[src/rtl/alu_pkg.sv]
// Shared opcode encoding and command layout for the ALU command pipe.
// A command is packed as {op, a, b, tag}, with the tag in the least significant bits.
package alu_pkg;

    localparam int ALU_WIDTH = 32;
    localparam int OP_W      = 4;

    localparam logic [OP_W-1:0] OP_ADD  = 4'b0000;
    localparam logic [OP_W-1:0] OP_SUB  = 4'b0001;
    localparam logic [OP_W-1:0] OP_MUL  = 4'b0010;
    localparam logic [OP_W-1:0] OP_DIV  = 4'b0011;
    localparam logic [OP_W-1:0] OP_SHL  = 4'b0100;
    localparam logic [OP_W-1:0] OP_SHR  = 4'b0101;
    localparam logic [OP_W-1:0] OP_ROL  = 4'b0110;
    localparam logic [OP_W-1:0] OP_ROR  = 4'b0111;
    localparam logic [OP_W-1:0] OP_AND  = 4'b1000;
    localparam logic [OP_W-1:0] OP_OR   = 4'b1001;
    localparam logic [OP_W-1:0] OP_NOR  = 4'b1010;
    localparam logic [OP_W-1:0] OP_NAND = 4'b1011;
    localparam logic [OP_W-1:0] OP_XOR  = 4'b1100;
    localparam logic [OP_W-1:0] OP_XNOR = 4'b1101;
    localparam logic [OP_W-1:0] OP_GT   = 4'b1110;
    localparam logic [OP_W-1:0] OP_EQ   = 4'b1111;

    // Default-width view of a command; parameterised instances use the same field order.
    typedef struct packed {
        logic [OP_W-1:0]      op;
        logic [ALU_WIDTH-1:0] a;
        logic [ALU_WIDTH-1:0] b;
        logic [7:0]           tag;
    } alu_cmd_t;

    function automatic logic is_div_zero(input logic [OP_W-1:0] op, input logic b_zero);
        return (op == OP_DIV) && b_zero;
    endfunction

endpackage

[src/rtl/alu_cmd_pipe_if.sv]
// Bundle of the command, ALU-facing and result channels of alu_cmd_pipe.
// Both handshakes transfer on a rising clk edge where valid && ready; a producer holds valid and its payload stable until that edge.
interface alu_cmd_pipe_if #(
    parameter int WIDTH = alu_pkg::ALU_WIDTH,
    parameter int TAG_W = 8
);
    logic                 in_valid;
    logic                 in_ready;
    logic [3:0]           in_op;
    logic [WIDTH-1:0]     in_a;
    logic [WIDTH-1:0]     in_b;

    logic [WIDTH-1:0]     alu_a;
    logic [WIDTH-1:0]     alu_b;
    logic [3:0]           alu_op;
    logic [WIDTH-1:0]     alu_result;

    logic                 out_valid;
    logic                 out_ready;
    logic [WIDTH-1:0]     out_result;
    logic                 out_err;
    logic [TAG_W-1:0]     out_tag;
    logic                 busy;

    modport slave (
        input  in_valid, in_op, in_a, in_b, alu_result, out_ready,
        output in_ready, alu_a, alu_b, alu_op, out_valid, out_result, out_err, out_tag, busy
    );

    modport master (
        output in_valid, in_op, in_a, in_b, alu_result, out_ready,
        input  in_ready, alu_a, alu_b, alu_op, out_valid, out_result, out_err, out_tag, busy
    );
endinterface

[src/rtl/alu_cmd_fifo.sv]
// Synchronous command FIFO; the head is read from registered storage, so a push is
// only visible at dout after the edge that wrote it.
module alu_cmd_fifo #(
    parameter  int DW    = 8,
    parameter  int DEPTH = 4,
    localparam int AW    = $clog2(DEPTH)
) (
    input  logic          clk,
    input  logic          rst,
    input  logic          push,
    input  logic          pop,
    input  logic [DW-1:0] din,
    output logic [DW-1:0] dout,
    output logic          full,
    output logic          empty,
    output logic [AW:0]   count
);
    logic [DW-1:0] mem_q [DEPTH];
    logic [AW-1:0] wr_ptr_q, wr_ptr_d;
    logic [AW-1:0] rd_ptr_q, rd_ptr_d;
    logic [AW:0]   count_q, count_d;
    logic          do_push, do_pop;

    assign full    = (count_q == (AW+1)'(DEPTH));
    assign empty   = (count_q == '0);
    assign count   = count_q;
    assign dout    = mem_q[rd_ptr_q];
    assign do_push = push && !full;
    assign do_pop  = pop && !empty;

    always_comb begin
        wr_ptr_d = wr_ptr_q;
        rd_ptr_d = rd_ptr_q;
        count_d  = count_q;
        if (do_push) wr_ptr_d = wr_ptr_q + 1'b1;
        if (do_pop)  rd_ptr_d = rd_ptr_q + 1'b1;
        case ({do_push, do_pop})
            2'b10:   count_d = count_q + 1'b1;
            2'b01:   count_d = count_q - 1'b1;
            default: count_d = count_q;
        endcase
    end

    always_ff @(posedge clk) begin
        if (rst) begin
            wr_ptr_q <= '0;
            rd_ptr_q <= '0;
            count_q  <= '0;
        end else begin
            wr_ptr_q <= wr_ptr_d;
            rd_ptr_q <= rd_ptr_d;
            count_q  <= count_d;
        end
    end

    // Storage needs no reset: entries are only read while count says they are valid.
    always_ff @(posedge clk) begin
        if (do_push) mem_q[wr_ptr_q] <= din;
    end
endmodule

[src/rtl/alu_cmd_pipe.sv]
// Command FIFO -> registered issue stage (S1, drives the ALU) -> registered result stage (S2).
// Each accepted command carries a wrapping sequence tag; DIV by zero is flagged instead of trusted.
module alu_cmd_pipe
    import alu_pkg::*;
#(
    parameter int WIDTH = ALU_WIDTH,
    parameter int DEPTH = 4,
    parameter int TAG_W = 8
) (
    input  logic clk,
    input  logic rst,
    alu_cmd_pipe_if.slave bus
);
    localparam int CMD_W = OP_W + 2*WIDTH + TAG_W;
    localparam int AW    = $clog2(DEPTH);

    logic [CMD_W-1:0] fifo_din, fifo_dout;
    logic             fifo_full, fifo_empty;
    logic [AW:0]      fifo_count;
    logic             push, pop, adv2, s2_load, div0;

    logic [TAG_W-1:0] tag_q, tag_d;
    logic             s1_valid_q, s1_valid_d;
    logic [OP_W-1:0]  s1_op_q, s1_op_d;
    logic [WIDTH-1:0] s1_a_q, s1_a_d, s1_b_q, s1_b_d;
    logic [TAG_W-1:0] s1_tag_q, s1_tag_d;
    logic             s2_valid_q, s2_valid_d;
    logic [WIDTH-1:0] s2_result_q, s2_result_d;
    logic             s2_err_q, s2_err_d;
    logic [TAG_W-1:0] s2_tag_q, s2_tag_d;

    assign fifo_din = {bus.in_op, bus.in_a, bus.in_b, tag_q};
    assign push     = bus.in_valid && !fifo_full;
    assign adv2     = !s2_valid_q || bus.out_ready;
    assign pop      = !fifo_empty && (!s1_valid_q || adv2);
    assign s2_load  = s1_valid_q && adv2;
    assign div0     = is_div_zero(s1_op_q, s1_b_q == '0);

    alu_cmd_fifo #(.DW(CMD_W), .DEPTH(DEPTH)) u_fifo (
        .clk   (clk),
        .rst   (rst),
        .push  (push),
        .pop   (pop),
        .din   (fifo_din),
        .dout  (fifo_dout),
        .full  (fifo_full),
        .empty (fifo_empty),
        .count (fifo_count)
    );

    always_comb begin
        tag_d       = push ? tag_q + TAG_W'(1) : tag_q;
        s1_valid_d  = s1_valid_q;
        s1_op_d     = s1_op_q;
        s1_a_d      = s1_a_q;
        s1_b_d      = s1_b_q;
        s1_tag_d    = s1_tag_q;
        s2_valid_d  = s2_valid_q;
        s2_result_d = s2_result_q;
        s2_err_d    = s2_err_q;
        s2_tag_d    = s2_tag_q;
        // S1 operand registers are left untouched when it empties so the ALU inputs hold.
        if (pop) begin
            s1_valid_d = 1'b1;
            s1_tag_d   = fifo_dout[TAG_W-1:0];
            s1_b_d     = fifo_dout[TAG_W +: WIDTH];
            s1_a_d     = fifo_dout[TAG_W+WIDTH +: WIDTH];
            s1_op_d    = fifo_dout[CMD_W-1 -: OP_W];
        end else if (s2_load) begin
            s1_valid_d = 1'b0;
        end
        if (s2_load) begin
            s2_valid_d  = 1'b1;
            s2_result_d = div0 ? '0 : bus.alu_result;
            s2_err_d    = div0;
            s2_tag_d    = s1_tag_q;
        end else if (bus.out_ready) begin
            s2_valid_d = 1'b0;
        end
    end

    always_ff @(posedge clk) begin
        if (rst) begin
            tag_q       <= '0;
            s1_valid_q  <= 1'b0;
            s1_op_q     <= '0;
            s1_a_q      <= '0;
            s1_b_q      <= '0;
            s1_tag_q    <= '0;
            s2_valid_q  <= 1'b0;
            s2_result_q <= '0;
            s2_err_q    <= 1'b0;
            s2_tag_q    <= '0;
        end else begin
            tag_q       <= tag_d;
            s1_valid_q  <= s1_valid_d;
            s1_op_q     <= s1_op_d;
            s1_a_q      <= s1_a_d;
            s1_b_q      <= s1_b_d;
            s1_tag_q    <= s1_tag_d;
            s2_valid_q  <= s2_valid_d;
            s2_result_q <= s2_result_d;
            s2_err_q    <= s2_err_d;
            s2_tag_q    <= s2_tag_d;
        end
    end

    assign bus.in_ready   = !fifo_full;
    assign bus.alu_a      = s1_a_q;
    assign bus.alu_b      = s1_b_q;
    assign bus.alu_op     = s1_op_q;
    assign bus.out_valid  = s2_valid_q;
    assign bus.out_result = s2_result_q;
    assign bus.out_err    = s2_err_q;
    assign bus.out_tag    = s2_tag_q;
    assign bus.busy       = (fifo_count != '0) || s1_valid_q || s2_valid_q;
endmodule

[src/flat_wrapper.sv]
// flat-port wrapper written by rule: the top's interface ports become plain ports
module alu_cmd_pipe_flat import alu_pkg::*;
#(
    parameter int WIDTH = ALU_WIDTH,
    parameter int DEPTH = 4,
    parameter int TAG_W = 8
)
  (clk, rst, bus_in_valid, bus_in_op, bus_in_a, bus_in_b, bus_alu_result, bus_out_ready, bus_in_ready, bus_alu_a, bus_alu_b, bus_alu_op, bus_out_valid, bus_out_result, bus_out_err, bus_out_tag, bus_busy);
  alu_cmd_pipe_if #(.WIDTH(WIDTH), .TAG_W(TAG_W)) bus_i ();
  input  logic clk;
  input  logic rst;
  input wire logic [$bits(bus_i.in_valid)-1:0] bus_in_valid;
  input wire logic [$bits(bus_i.in_op)-1:0] bus_in_op;
  input wire logic [$bits(bus_i.in_a)-1:0] bus_in_a;
  input wire logic [$bits(bus_i.in_b)-1:0] bus_in_b;
  input wire logic [$bits(bus_i.alu_result)-1:0] bus_alu_result;
  input wire logic [$bits(bus_i.out_ready)-1:0] bus_out_ready;
  output wire logic [$bits(bus_i.in_ready)-1:0] bus_in_ready;
  output wire logic [$bits(bus_i.alu_a)-1:0] bus_alu_a;
  output wire logic [$bits(bus_i.alu_b)-1:0] bus_alu_b;
  output wire logic [$bits(bus_i.alu_op)-1:0] bus_alu_op;
  output wire logic [$bits(bus_i.out_valid)-1:0] bus_out_valid;
  output wire logic [$bits(bus_i.out_result)-1:0] bus_out_result;
  output wire logic [$bits(bus_i.out_err)-1:0] bus_out_err;
  output wire logic [$bits(bus_i.out_tag)-1:0] bus_out_tag;
  output wire logic [$bits(bus_i.busy)-1:0] bus_busy;
  assign bus_i.in_valid = bus_in_valid;
  assign bus_i.in_op = bus_in_op;
  assign bus_i.in_a = bus_in_a;
  assign bus_i.in_b = bus_in_b;
  assign bus_i.alu_result = bus_alu_result;
  assign bus_i.out_ready = bus_out_ready;
  assign bus_in_ready = bus_i.in_ready;
  assign bus_alu_a = bus_i.alu_a;
  assign bus_alu_b = bus_i.alu_b;
  assign bus_alu_op = bus_i.alu_op;
  assign bus_out_valid = bus_i.out_valid;
  assign bus_out_result = bus_i.out_result;
  assign bus_out_err = bus_i.out_err;
  assign bus_out_tag = bus_i.out_tag;
  assign bus_busy = bus_i.busy;
  alu_cmd_pipe #(.WIDTH(WIDTH), .DEPTH(DEPTH), .TAG_W(TAG_W)) u_core (.clk(clk), .rst(rst), .bus(bus_i));
endmodule
[config.mk]
export PLATFORM = sky130hd
export DESIGN_NAME = alu_cmd_pipe_flat
export DESIGN_NICKNAME = d
export VERILOG_FILES = /design/src/rtl/alu_pkg.sv /design/src/rtl/alu_cmd_pipe_if.sv /design/src/rtl/alu_cmd_fifo.sv /design/src/rtl/alu_cmd_pipe.sv /design/src/flat_wrapper.sv
export SDC_FILE = /design/constraint.sdc
export NUM_CORES = 1
export LEC_CHECK = 0
export CAP_MARGIN = 20
export CELL_PAD_IN_SITES_DETAIL_PLACEMENT = 1
export CELL_PAD_IN_SITES_GLOBAL_PLACEMENT = 1
export CORE_MARGIN = 10
export CORE_UTILIZATION = 41
export CTS_BUF_LIST = sky130_fd_sc_hd__clkbuf_16
export DETAILED_ROUTE_END_ITERATION = 12
export PLACE_DENSITY = 0.78
export SLEW_MARGIN = 30
export SYNTH_ARGS = -nofsm -noshare
export SYNTH_HDL_FRONTEND = slang
export SYNTH_SLANG_ARGS = --single-unit
[constraint.sdc]
create_clock -name clk -period 3.05 [get_ports clk]
set_clock_uncertainty 0.1 [all_clocks]
set_input_delay 0.61 -clock clk [delete_from_list [all_inputs] [get_ports clk]]
set_output_delay 0.61 -clock clk [all_outputs]
set_load 0.01 [all_outputs]
==> impl_results.md, run 1 <==
* Via density at 5.16
* CTS Hold Bufs at 0
* Initial antenna violation count at 7
* Layout area overhead at 26.7%
* CTS resizes at 0
* Post-Synth Simple-Gate Area at 7.53%
* Worst path arrival time at 2180 ps
* Clock Tree Buf Depth at 3
* Num CTS Buffers at 47
* Die X at 217 um
* XOR/XNOR share of the synthesized area at 0.659%
* CP bufs+invs at 1
* Final Max Slew Viols at 0
* Final setup fails at 0
* H-tree depth at 2
* CP peak stage delay at 490 ps
* Synth Net Count at 1125
* Syn Std Cell Area at 16000 um^2
* Final instance area at 20200 um^2
* Initial Utilization at 41.4%
* Initial drt markers at 442
* PortBufs at 215
* Switching Share at 30.2%
* Sw power at 5630 uW
* DRC errors left at 0
* CTS sink count at 438
* ANT nets after route at 0
* Share of layout cells above drive strength 1 at 13.8%
* Internal power at 13000 uW
* Die height at 217 um
* CTS root buf: clkbuf_16
* Slew @ Worst Pin at 752 ps
* VDD IR max at 0.572 mV
* Final Non-Filler Cells at 1796
* Fmax at 0.345 GHz
* Placed cells at 1706
* Hold Path Class: reg -> reg
* Final WS setup at 155 ps
* CTS tree: yes
* Crit. End Element: output port
* Number of global-route vias before repair at 10200
* Leakage power at 0.00672 uW
* Worst path required time at 2340 ps
* Clock Latency Late Sink at 590 ps
* Crit-path most repeated cell: or3_1
* Largest net degree at the start of global routing at 78
* Routed WL at 39.8 mm
* Status: finished, final reports clean
* DIE AREA at 47200 um^2
* FP Rows at 72
* Critical path, cell by cell: or3_1 -> or3_1 -> clkdlybuf4s50_1
* Comb power frac at 27.0%
* Critical Path Source Type: flip-flop
* Main combinational cell family by area after synthesis: multiplexers
* FFs w/ async S/R, synth at 0%
* RSZ-0062 raised after global routing: false
* First-pass GRT wire length at 60.8 mm
* CP Class: reg -> out
* Yosys reg bits at 438
* CP max FO at 5
* Post-synthesis compound-gate area fraction at 4.05%
* Netlist cell types at 37
* Final GP Congestion at 0.708
* Cell count after synthesis at 1014
* Adder-cell share of the synthesized area at 0.596%
* Slowest cell on crit path: clkdlybuf4s50_1
* Gr ovfl total at 0
* Ys flop type: edfxtp_1
* Post-layout min period at 2890 ps
* Slew Limit Headroom at 49.8%
* Power Density at 923 nW/um^2
* DP Worst Slack at 127 ps
* CORE AREA at 38600 um^2
* Post-layout net count at 1348
* Average size of a mapped cell at 15.7 um^2
* Placed cell areas at 18700 um^2
* Period utilization at 94.9%
* DRT Pass-1 Iters at 5
* Seq pwr share at 43.5%
* Number of flops mapped to enable cells by yosys at 304
* Setup repair bufs after CTS at 0
* Reg clk slew, reported paths at 60 ps
* Final Hold Fails at 0
* Total GRT Usage at 16.7%
* Sequential fraction of the synthesis area at 74.0%
* Leading cell type in the layout, fill and taps excluded: edfxtp_1
* Routed length per instance at 22.2 um
* Setup TNS Final at 0 ps
* Via count at 9266
* Most frequent cells in the layout: edfxtp_1 (304), nand2_1 (239), clkdlybuf4s50_1 (214)
* # Max-Cap Violations at 0
* Power share of the clock group at 29.6%
* I/O pin count at 216
* R2r setup slk at 450 ps
* CP delay by family, top: simple AND/OR/NAND/NOR gates
* Post-synthesis mux area share at 10.8%
* Ys Warns at 0
* HPWL after DPL at 23.9 mm
[logic make-up (layout without fill, tap and decap cells)]
logic type,after synthesis,in the layout
AND/OR/NAND/NOR,293,293
buffers and inverters,64,326
multiplexers,77,77
other,0,2
XOR/XNOR,12,12
flip-flops,438,438
adder cells (fa/ha/maj),7,7
AO/OA/AOI/OAI,123,123
[layout make-up]
class / instances / area [um^2]
fill: 3743 / 18300
sequential: 438 / 11800
multi-input combinational: 512 / 3800
timing repair buffer: 234 / 2420
clock buffer: 48 / 1200
tap: 518 / 648
clock inverter: 40 / 317
inverter: 4 / 15.0
antenna: 2 / 5.00
[synth_stat cells, drive strengths merged, types with 3 or more instances]
master	instances	share of area [%]
xor2	9	0.49
nor2	14	0.33
or3	3	0.12
xnor2	3	0.16
nor4	8	0.31
inv	4	0.094
buf	32	1.3
and2	3	0.12
and3	6	0.24
dfxtp	134	17
edfxtp	304	57
a21oi	121	3.8
nand2	240	5.6
clkbuf	28	0.93
nand4	5	0.20
nand3	6	0.19
mux4	76	11
ha	6	0.47
[stage by stage]
stage               power, uW  hold WS (ps)  utilization, %
floorplan               11000           332               -
global placement        13200           341            48.5
detailed placement      13400           347            48.5
CTS                     19000           355            52.4
global route            19700           375            52.4
finish                  18700           354            52.5
[power by group through the flow]
stage          clock network (uW)  logic, uW  registers [uW]
6_report                     5530       5030            8110
3_5_place_dp                    0       5120            8240
2_1_floorplan                   0       2780            8190
5_1_grt                      5940       5500            8220
3_3_place_gp                    0       5020            8170
4_1_cts                      5680       5160            8130
[routing by layer]
metal  track usage [%]  part of all wire (%)
met3              5.09                   6.6
met2              28.8                    51
met1              19.9                    40
met5                 0                  0.14
met4              4.61                   2.0
[flip-flops by register name, indices dropped and copies added (netlist names)]
name / count
u_core.u_fifo.wr_ptr_q: 2
u_core.bus.alu_a: 32
u_core.bus.out_tag: 8
u_core.s1_valid_q: 1
u_core.tag_q: 8
u_core.bus.alu_b: 32
u_core.u_fifo.mem_q: 304
u_core.s1_tag_q: 8
u_core.bus.out_result: 32
u_core.u_fifo.rd_ptr_q: 2
u_core.u_fifo.count: 3
u_core.bus.out_valid: 1
u_core.bus.alu_op: 4
u_core.bus.out_err: 1
[worst paths after layout]
check                                  end  depth (start not counted)                     start
setup / recovery                  bus_busy                          3    u_core.u_fifo.count[0]
hold / removal    u_core.bus.out_result[9]                          2  u_core.bus.out_result[9]
setup reg to reg    u_core.u_fifo.count[2]                          7    u_core.u_fifo.count[0]
hold reg to reg   u_core.bus.out_result[9]                          2  u_core.bus.out_result[9]
[worst reg2reg max path: cells and delay by family (launching register included)]
family	cells	cell delay (ps)
AND/OR/NAND/NOR	3	960
XOR/XNOR	1	150
flip-flops	1	420
adder cells (fa/ha/maj)	2	760
AO/OA/AOI/OAI	1	140
Power figures use the tool's default switching activity.
==> run 2: changes to the inputs <==
- CTS_CLUSTER_DIAMETER: default -> 200
==> results of run 2 <==
The final DEF is identical to that of run 1; final timing and power are the same.
